## src/rtl/sync_fifo_pkg.sv

```systemverilog
// -----------------------------------------------------------------------------
// fifo_pkg -- shared definitions for the FIFO blocks.
//   clog2      : width helper, ceil(log2(value)) for value >= 1
//   OVF_BIT    : position of the overflow flag in the sticky error vector
//   UDF_BIT    : position of the underflow flag in the sticky error vector
//   ERR_BITS   : width of the sticky error vector
// -----------------------------------------------------------------------------
package fifo_pkg;

  localparam int OVF_BIT  = 0;
  localparam int UDF_BIT  = 1;
  localparam int ERR_BITS = 2;

  // Number of address bits needed to index 'value' entries.
  function automatic int clog2(input int value);
    int result;
    int rem;
    result = 32'sd0;
    rem    = value - 32'sd1;
    while (rem > 32'sd0) begin
      result = result + 32'sd1;
      rem    = rem >>> 32'sd1;
    end
    return result;
  endfunction

endpackage

```

## src/rtl/sync_fifo_if.sv

```systemverilog
// -----------------------------------------------------------------------------
// sync_fifo_if -- handshake/status bundle of sync_fifo.
//   master : the FIFO user (drives write/din/read/err_clr)
//   slave  : the FIFO itself (drives data, occupancy and flag outputs)
// Parameters: DWIDTH data width, DEPTH storage depth (power of two).
// -----------------------------------------------------------------------------
interface sync_fifo_if #(
  parameter int DWIDTH = 32,
  parameter int DEPTH  = 16
);

  localparam int AWIDTH = fifo_pkg::clog2(DEPTH);

  logic              write;
  logic [DWIDTH-1:0] din;
  logic              full;
  logic              almost_full;
  logic              read;
  logic [DWIDTH-1:0] dout;
  logic              empty;
  logic              almost_empty;
  logic [AWIDTH:0]   count;
  logic              overflow;
  logic              underflow;
  logic              err_clr;

  modport master (
    output write, din, read, err_clr,
    input  full, almost_full, dout, empty, almost_empty, count, overflow, underflow
  );

  modport slave (
    input  write, din, read, err_clr,
    output full, almost_full, dout, empty, almost_empty, count, overflow, underflow
  );

endinterface

```

## src/rtl/sync_fifo_ram.sv

```systemverilog
// -----------------------------------------------------------------------------
// sync_fifo_ram -- simple dual-port storage, DWIDTH x DEPTH, no reset.
//   clk   : clock
//   we    : write enable,  waddr/wdata : write address/data
//   re    : read enable,   raddr       : read address
//   rdata : registered read data, updated only on cycles with re=1
// -----------------------------------------------------------------------------
module sync_fifo_ram
  import fifo_pkg::*;
#(
  parameter int DWIDTH = 32,
  parameter int DEPTH  = 16,
  localparam int AWIDTH = clog2(DEPTH)
) (
  input  logic              clk,
  input  logic              we,
  input  logic [AWIDTH-1:0] waddr,
  input  logic [DWIDTH-1:0] wdata,
  input  logic              re,
  input  logic [AWIDTH-1:0] raddr,
  output logic [DWIDTH-1:0] rdata
);

  logic [DWIDTH-1:0] mem_r [DEPTH];

  // Write port: store the word on an accepted push.
  always_ff @(posedge clk) begin
    if (we) begin
      mem_r[waddr] <= wdata;
    end
  end

  // Read port: registered read, holds its value while re is low.
  always_ff @(posedge clk) begin
    if (re) begin
      rdata <= mem_r[raddr];
    end
  end

endmodule

```

## src/rtl/sync_fifo.sv

```systemverilog
// -----------------------------------------------------------------------------
// sync_fifo -- single-clock FIFO with occupancy, almost flags and sticky
// overflow/underflow error flags.
//   clk : clock, rising edge
//   rst : asynchronous, active-high reset
//   bus : sync_fifo_if.slave (write/din/read/err_clr in; dout, full,
//         almost_full, empty, almost_empty, count, overflow, underflow out)
// Build option: SYNC_FIFO_FWFT_EN selects first-word-fall-through, where dout
// always shows the head word while not empty. Without it, dout is updated one
// cycle after an accepted read and holds otherwise.
// -----------------------------------------------------------------------------
module sync_fifo
  import fifo_pkg::*;
#(
  parameter int DWIDTH       = 32,
  parameter int DEPTH        = 16,
  parameter int AFULL_THRES  = 4,
  parameter int AEMPTY_THRES = 4
) (
  input logic        clk,
  input logic        rst,
  sync_fifo_if.slave bus
);

  localparam int AWIDTH = clog2(DEPTH);
  localparam logic [AWIDTH:0]   DEPTH_W    = (AWIDTH+1)'(DEPTH);
  localparam logic [AWIDTH:0]   AFULL_LVL  = (AWIDTH+1)'(DEPTH - AFULL_THRES);
  localparam logic [AWIDTH:0]   AEMPTY_LVL = (AWIDTH+1)'(AEMPTY_THRES);
  localparam logic [AWIDTH:0]   PTR_ONE    = {{AWIDTH{1'b0}}, 1'b1};
  localparam logic [AWIDTH:0]   PTR_ZERO   = {(AWIDTH+1){1'b0}};
  localparam logic [DWIDTH-1:0] DATA_ZERO  = {DWIDTH{1'b0}};

  logic [AWIDTH:0]     wrptr_r, rdptr_r;
  logic [AWIDTH:0]     wrptr_next_s, rdptr_next_s;
  logic [AWIDTH:0]     count_s;
  logic                full_s, empty_s;
  logic                wen_s, ren_s;
  logic [ERR_BITS-1:0] err_r, err_next_s;
  logic                ram_re_s;
  logic [AWIDTH-1:0]   ram_raddr_s;
  logic [DWIDTH-1:0]   ram_q_s;

  // The extra pointer bit distinguishes full from empty on equal addresses.
  assign count_s = wrptr_r - rdptr_r;
  assign full_s  = (count_s == DEPTH_W);
  assign empty_s = (count_s == PTR_ZERO);
  assign wen_s   = bus.write && !full_s;
  assign ren_s   = bus.read && !empty_s;

  // Next pointer values from the accepted push/pop.
  always_comb begin
    wrptr_next_s = wrptr_r;
    rdptr_next_s = rdptr_r;
    if (wen_s) begin
      wrptr_next_s = wrptr_r + PTR_ONE;
    end else begin
      wrptr_next_s = wrptr_r;
    end
    if (ren_s) begin
      rdptr_next_s = rdptr_r + PTR_ONE;
    end else begin
      rdptr_next_s = rdptr_r;
    end
  end

  // A new offending request wins over err_clr in the same cycle.
  always_comb begin
    err_next_s          = err_r;
    err_next_s[OVF_BIT] = (bus.write && full_s)  || (err_r[OVF_BIT] && !bus.err_clr);
    err_next_s[UDF_BIT] = (bus.read  && empty_s) || (err_r[UDF_BIT] && !bus.err_clr);
  end

  // Pointer and sticky error state.
  always_ff @(posedge clk or posedge rst) begin
    if (rst) begin
      wrptr_r <= PTR_ZERO;
      rdptr_r <= PTR_ZERO;
      err_r   <= {ERR_BITS{1'b0}};
    end else begin
      wrptr_r <= wrptr_next_s;
      rdptr_r <= rdptr_next_s;
      err_r   <= err_next_s;
    end
  end

  sync_fifo_ram #(
    .DWIDTH (DWIDTH),
    .DEPTH  (DEPTH)
  ) u_ram (
    .clk   (clk),
    .we    (wen_s),
    .waddr (wrptr_r[AWIDTH-1:0]),
    .wdata (bus.din),
    .re    (ram_re_s),
    .raddr (ram_raddr_s),
    .rdata (ram_q_s)
  );

`ifdef SYNC_FIFO_FWFT_EN
  // The RAM continuously prefetches the word that will be at the head after
  // this cycle. When that word is the one being written right now, the RAM
  // cannot return it yet, so it is captured in a bypass register instead.
  logic [AWIDTH:0]   count_next_s;
  logic              byp_next_s;
  logic              byp_r;
  logic [DWIDTH-1:0] byp_data_r;
  logic              head_ok_r;

  assign ram_re_s     = 1'b1;
  assign ram_raddr_s  = rdptr_next_s[AWIDTH-1:0];
  assign count_next_s = wrptr_next_s - rdptr_next_s;
  assign byp_next_s   = wen_s && (rdptr_next_s == wrptr_r);

  // Head-word source selection state.
  always_ff @(posedge clk or posedge rst) begin
    if (rst) begin
      byp_r      <= 1'b0;
      byp_data_r <= DATA_ZERO;
      head_ok_r  <= 1'b0;
    end else begin
      byp_r      <= byp_next_s;
      byp_data_r <= bus.din;
      head_ok_r  <= !byp_next_s && (count_next_s != PTR_ZERO);
    end
  end

  assign bus.dout = byp_r ? byp_data_r : (head_ok_r ? ram_q_s : DATA_ZERO);
`else
  // RAM output only becomes meaningful after the first accepted read;
  // before that (and after reset) dout reads as zero.
  logic dout_vld_r;

  assign ram_re_s    = ren_s;
  assign ram_raddr_s = rdptr_r[AWIDTH-1:0];

  // Marks that the RAM read register holds a popped word.
  always_ff @(posedge clk or posedge rst) begin
    if (rst) begin
      dout_vld_r <= 1'b0;
    end else if (ren_s) begin
      dout_vld_r <= 1'b1;
    end else begin
      dout_vld_r <= dout_vld_r;
    end
  end

  assign bus.dout = dout_vld_r ? ram_q_s : DATA_ZERO;
`endif

  // Flags are decoded from the registered pointers only.
  assign bus.count        = count_s;
  assign bus.full         = full_s;
  assign bus.empty        = empty_s;
  assign bus.almost_full  = (count_s >= AFULL_LVL);
  assign bus.almost_empty = (count_s <= AEMPTY_LVL);
  assign bus.overflow     = err_r[OVF_BIT];
  assign bus.underflow    = err_r[UDF_BIT];

endmodule

```

## src/flat_wrapper.sv

```systemverilog
// flat-port wrapper written by rule: the top's interface ports become plain ports
module sync_fifo_flat import fifo_pkg::*;
#(
  parameter int DWIDTH       = 32,
  parameter int DEPTH        = 16,
  parameter int AFULL_THRES  = 4,
  parameter int AEMPTY_THRES = 4
)
  (clk, rst, bus_write, bus_din, bus_read, bus_err_clr, bus_full, bus_almost_full, bus_dout, bus_empty, bus_almost_empty, bus_count, bus_overflow, bus_underflow);
  sync_fifo_if #(.DWIDTH(DWIDTH), .DEPTH(DEPTH)) bus_i ();
  input logic clk;
  input logic rst;
  input wire logic [$bits(bus_i.write)-1:0] bus_write;
  input wire logic [$bits(bus_i.din)-1:0] bus_din;
  input wire logic [$bits(bus_i.read)-1:0] bus_read;
  input wire logic [$bits(bus_i.err_clr)-1:0] bus_err_clr;
  output wire logic [$bits(bus_i.full)-1:0] bus_full;
  output wire logic [$bits(bus_i.almost_full)-1:0] bus_almost_full;
  output wire logic [$bits(bus_i.dout)-1:0] bus_dout;
  output wire logic [$bits(bus_i.empty)-1:0] bus_empty;
  output wire logic [$bits(bus_i.almost_empty)-1:0] bus_almost_empty;
  output wire logic [$bits(bus_i.count)-1:0] bus_count;
  output wire logic [$bits(bus_i.overflow)-1:0] bus_overflow;
  output wire logic [$bits(bus_i.underflow)-1:0] bus_underflow;
  assign bus_i.write = bus_write;
  assign bus_i.din = bus_din;
  assign bus_i.read = bus_read;
  assign bus_i.err_clr = bus_err_clr;
  assign bus_full = bus_i.full;
  assign bus_almost_full = bus_i.almost_full;
  assign bus_dout = bus_i.dout;
  assign bus_empty = bus_i.empty;
  assign bus_almost_empty = bus_i.almost_empty;
  assign bus_count = bus_i.count;
  assign bus_overflow = bus_i.overflow;
  assign bus_underflow = bus_i.underflow;
  sync_fifo #(.DWIDTH(DWIDTH), .DEPTH(DEPTH), .AFULL_THRES(AFULL_THRES), .AEMPTY_THRES(AEMPTY_THRES)) u_core (.clk(clk), .rst(rst), .bus(bus_i));
endmodule
```

## config.mk

```make
export PLATFORM = sky130hd
export DESIGN_NAME = sync_fifo_flat
export DESIGN_NICKNAME = d
export VERILOG_FILES = /design/src/rtl/sync_fifo_pkg.sv /design/src/rtl/sync_fifo_if.sv /design/src/rtl/sync_fifo_ram.sv /design/src/rtl/sync_fifo.sv /design/src/flat_wrapper.sv
export SDC_FILE = /design/constraint.sdc
export NUM_CORES = 1
export LEC_CHECK = 0
export CORE_ASPECT_RATIO = 1.25
export CORE_UTILIZATION = 60
export DETAILED_ROUTE_END_ITERATION = 8
export PLACE_DENSITY = 0.76
export REMOVE_ABC_BUFFERS = 1
export SLEW_MARGIN = 10
export SYNTH_ARGS = -nofsm -noshare
export SYNTH_HDL_FRONTEND = slang
export SYNTH_SLANG_ARGS = --single-unit
```

## constraint.sdc

```tcl
create_clock -name clk -period 5.5 [get_ports clk]
set_input_delay 1.375 -clock clk [delete_from_list [all_inputs] [get_ports clk]]
set_output_delay 1.375 -clock clk [all_outputs]
set_load 0.01 [all_outputs]
```

==> impl_metrics.toml <==
[die]
coreArea_um2 = 34800
core.rowCount = 76
die_y_um = 213
fp.dieW_um = 171
die_area_um2 = 36400
ioPinCount = 80
start_util = 0.614

[clocking]
clock-sinks = 557
clk_pin_slew_worst_paths_ns = 0.06
hold_buffers = 0
clk_latency_ns = 0.57
cts_setup_buffers = 0
htree_levels = 2
cts_resized = 0
tritoncts = "built"
cts_buffers = 51
cts_buffer_depth = 3
root_buffer = "clkbuf_16"

[synthesis]
synth.yosys.seq_area_share = 0.779
yosys_warnings = 0
ys_async_sr_fraction = 0.0233
syn-cell-area_um2 = 21400
ys.flop_type = "edfxtp_1"
synth_seq_cells = 557
avgSynthCellArea_um2 = 24.2
syn_inst = 882
synth_edf_count = 544
ys_types = 35

[sta]
relSlewSlack = 0.261
finalCritPeriodShare = 0.897
period_minus_slack_ns = 4.93
slew_violations = 0
fin_tns_setup_ns = 0
rsz0062_at_grt = "no"
hold_viol = 0
setup_viol = 0
tightest_slew_ns = 1.11
timing.fmax_mhz = 203
setup_ws_ns = 0.568
fin_worst_skew_ns = 0.0143

[power_and_ir_drop]
power_density_nw_per_um2 = 531
peakVddDrop_v = 0.000463
p_leak_uw = 0.00777
power_uw = 13000

[grt]
track_usage = 0.259
overflow = 0
grt_pass1_vias = 10124
grt_max_degree = 114
grt_antenna_before_repair = 3
grt_pass1_wl_mm = 65.4

[routing]
route.final.wire_length_mm = 44.5
wl_per_cell_um = 29.5
vias_per_cell = 6.36
routed-via-count = 9603
first_pass_iters = 5
drt_iter0_drc = 995
drc = 0
drtAntennaViolNets = 0

[critical_path]
r2r_start = "u_core.rdptr_r[0]"
cp_data_arrival_time_ns = 3.56
crit_fanout = 20
r2r_setup_slack_ns = 1.57
path_class = "reg -> out"
crit_path_start_kind = "flip-flop"
critical_path_required_ns = 4.12
r2r_cells = 8
end_kind = "primary output"
r2r-end = "u_core.u_ram.mem_r[14][8]"

[layout]
n_antenna_cell = 0
drive_gt1_frac = 0.270
instances_no_fill = 1510
multi_input_area_um2 = 4500
num-fill-cells = 2030
mostFrequentLayoutCell = "edfxtp_1"
design_area_um2 = 24500
final_cell_mix = "edfxtp_1 (544), mux4_2 (151), clkdlybuf4s50_1 (79), clkbuf_16 (53), and2_1 (32)"
nets = 1048
area_growth_pct = 14.5
seqCellArea_um2 = 16700

[worst_hold_path]
min_path_type = "reg -> reg"
whs_path_depth = 1
worstHoldStart = "u_core.wrptr_r[4]"
worstHoldEndpoint = "u_core.wrptr_r[4]"

[flow_run]
cap_violations = 0

[status]
outcome = "finished clean"

[placement]
dpl.hpwl_mm = 21.9
place_area_um2 = 22800
port_buffers = 79
dpl.cell_count = 1416
pre_cts_slack_ns = 1.11
place.gp.congestion = 0.758
## cells by family after synthesis
logic type | synth area share
DFF | 0.779
muxes | 0.172
and+or+nand+nor | 0.0171
buffers and inverters | 0.0148
AOI/OAI and AO/OA | 0.00550
xor gates and xnor gates | 0.00527
adders and majority gates | 0.00621
## registers in the layout, summed over array words and instances, names as in the netlist
| register | cells |
|---|---|
| u_core.u_ram.mem_r | 512 |
| u_core.wrptr_r | 5 |
| u_core.err_r | 2 |
| u_core.dout_vld_r | 1 |
| u_core.u_ram.rdata | 32 |
| u_core.rdptr_r | 5 |
## power breakdown
part | internal, uW | switching (uW) | total (uW) | leakage, uW
sequential | 5360 | 220 | 5580 | 0.00509
combinational | 2010 | 1970 | 3980 | 0.00188
clock | 1950 | 1500 | 3440 | 0.000796
## final cells by class
| class | count | area share |
|---|---|---|
| sequential | 557 | 0.681 |
| multi-input combinational | 269 | 0.184 |
| clock buffer | 59 | 0.0551 |
| timing repair buffer | 109 | 0.0425 |
| tap | 468 | 0.0239 |
| clock inverter | 35 | 0.0115 |
| inverter | 13 | 0.00199 |
## cells in the mapped netlist, types with 2 or more instances
master,instances,area share
o211ai_1,4,0.0014
buf_1,11,0.0019
inv_1,11,0.0019
buf_6,11,0.0058
and4_1,2,0.00082
xnor2_1,9,0.0037
dfrtp_1,13,0.015
a22o_1,2,0.00082
mux4_1,9,0.011
buf_2,5,0.0012
nand2b_1,5,0.0015
inv_2,2,0.00035
o21ai_0,5,0.0012
xor2_1,2,0.00082
mux4_2,151,0.16
ha_1,9,0.0053
nand2_1,4,0.00070
nor2_1,17,0.0030
clkbuf_1,15,0.0026
nor3_1,6,0.0014
edfxtp_1,544,0.76
and2_1,32,0.0094
## worst max-delay path by stage
| stage | startpoint | to | slack (ns) | cells past startpoint |
|---|---|---|---|---|
| after floorplan | u_core.rdptr_r[0] | u_core.u_ram.mem_r[1][0] | -3.99 | 7 |
| after global placement | u_core.rdptr_r[0] | bus_almost_empty | 1.18 | 8 |
| after detailed placement | u_core.rdptr_r[0] | bus_almost_empty | 1.11 | 8 |
| after CTS | u_core.rdptr_r[0] | bus_almost_empty | 0.51 | 8 |
| after global routing | u_core.rdptr_r[0] | bus_almost_empty | 0.37 | 8 |
| final | u_core.rdptr_r[0] | bus_almost_empty | 0.57 | 8 |
## metal layers
| metal | vias to the layer above | share of wire | global-route usage |
|---|---|---|---|
| met5 | - | 0.00076 | 0 |
| met4 | 6 | 0.027 | 0.0908 |
| met3 | 92 | 0.073 | 0.0517 |
| met2 | 432 | 0.52 | 0.436 |
| met1 | 5083 | 0.38 | 0.341 |
| li1 | 3990 | - | - |
## per-stage QoR
stage,util,hold slack (ns)
2_1_floorplan,-,0.465
3_3_place_gp,0.656,0.488
3_5_place_dp,0.656,0.489
4_1_cts,0.703,0.497
5_1_grt,0.703,0.526
6_report,0.703,0.500
## critical path: stages (launching register included)
cell             delay [ns]
dfrtp_4                0.64
ha_1                   0.28
fa_1                   0.40
nand2b_1               0.16
a21oi_1                0.20
xor2_2                 0.36
inv_2                  0.15
a211oi_1               0.21
clkdlybuf4s50_1        0.58
Note: power is estimated with default switching activity, not from simulation.
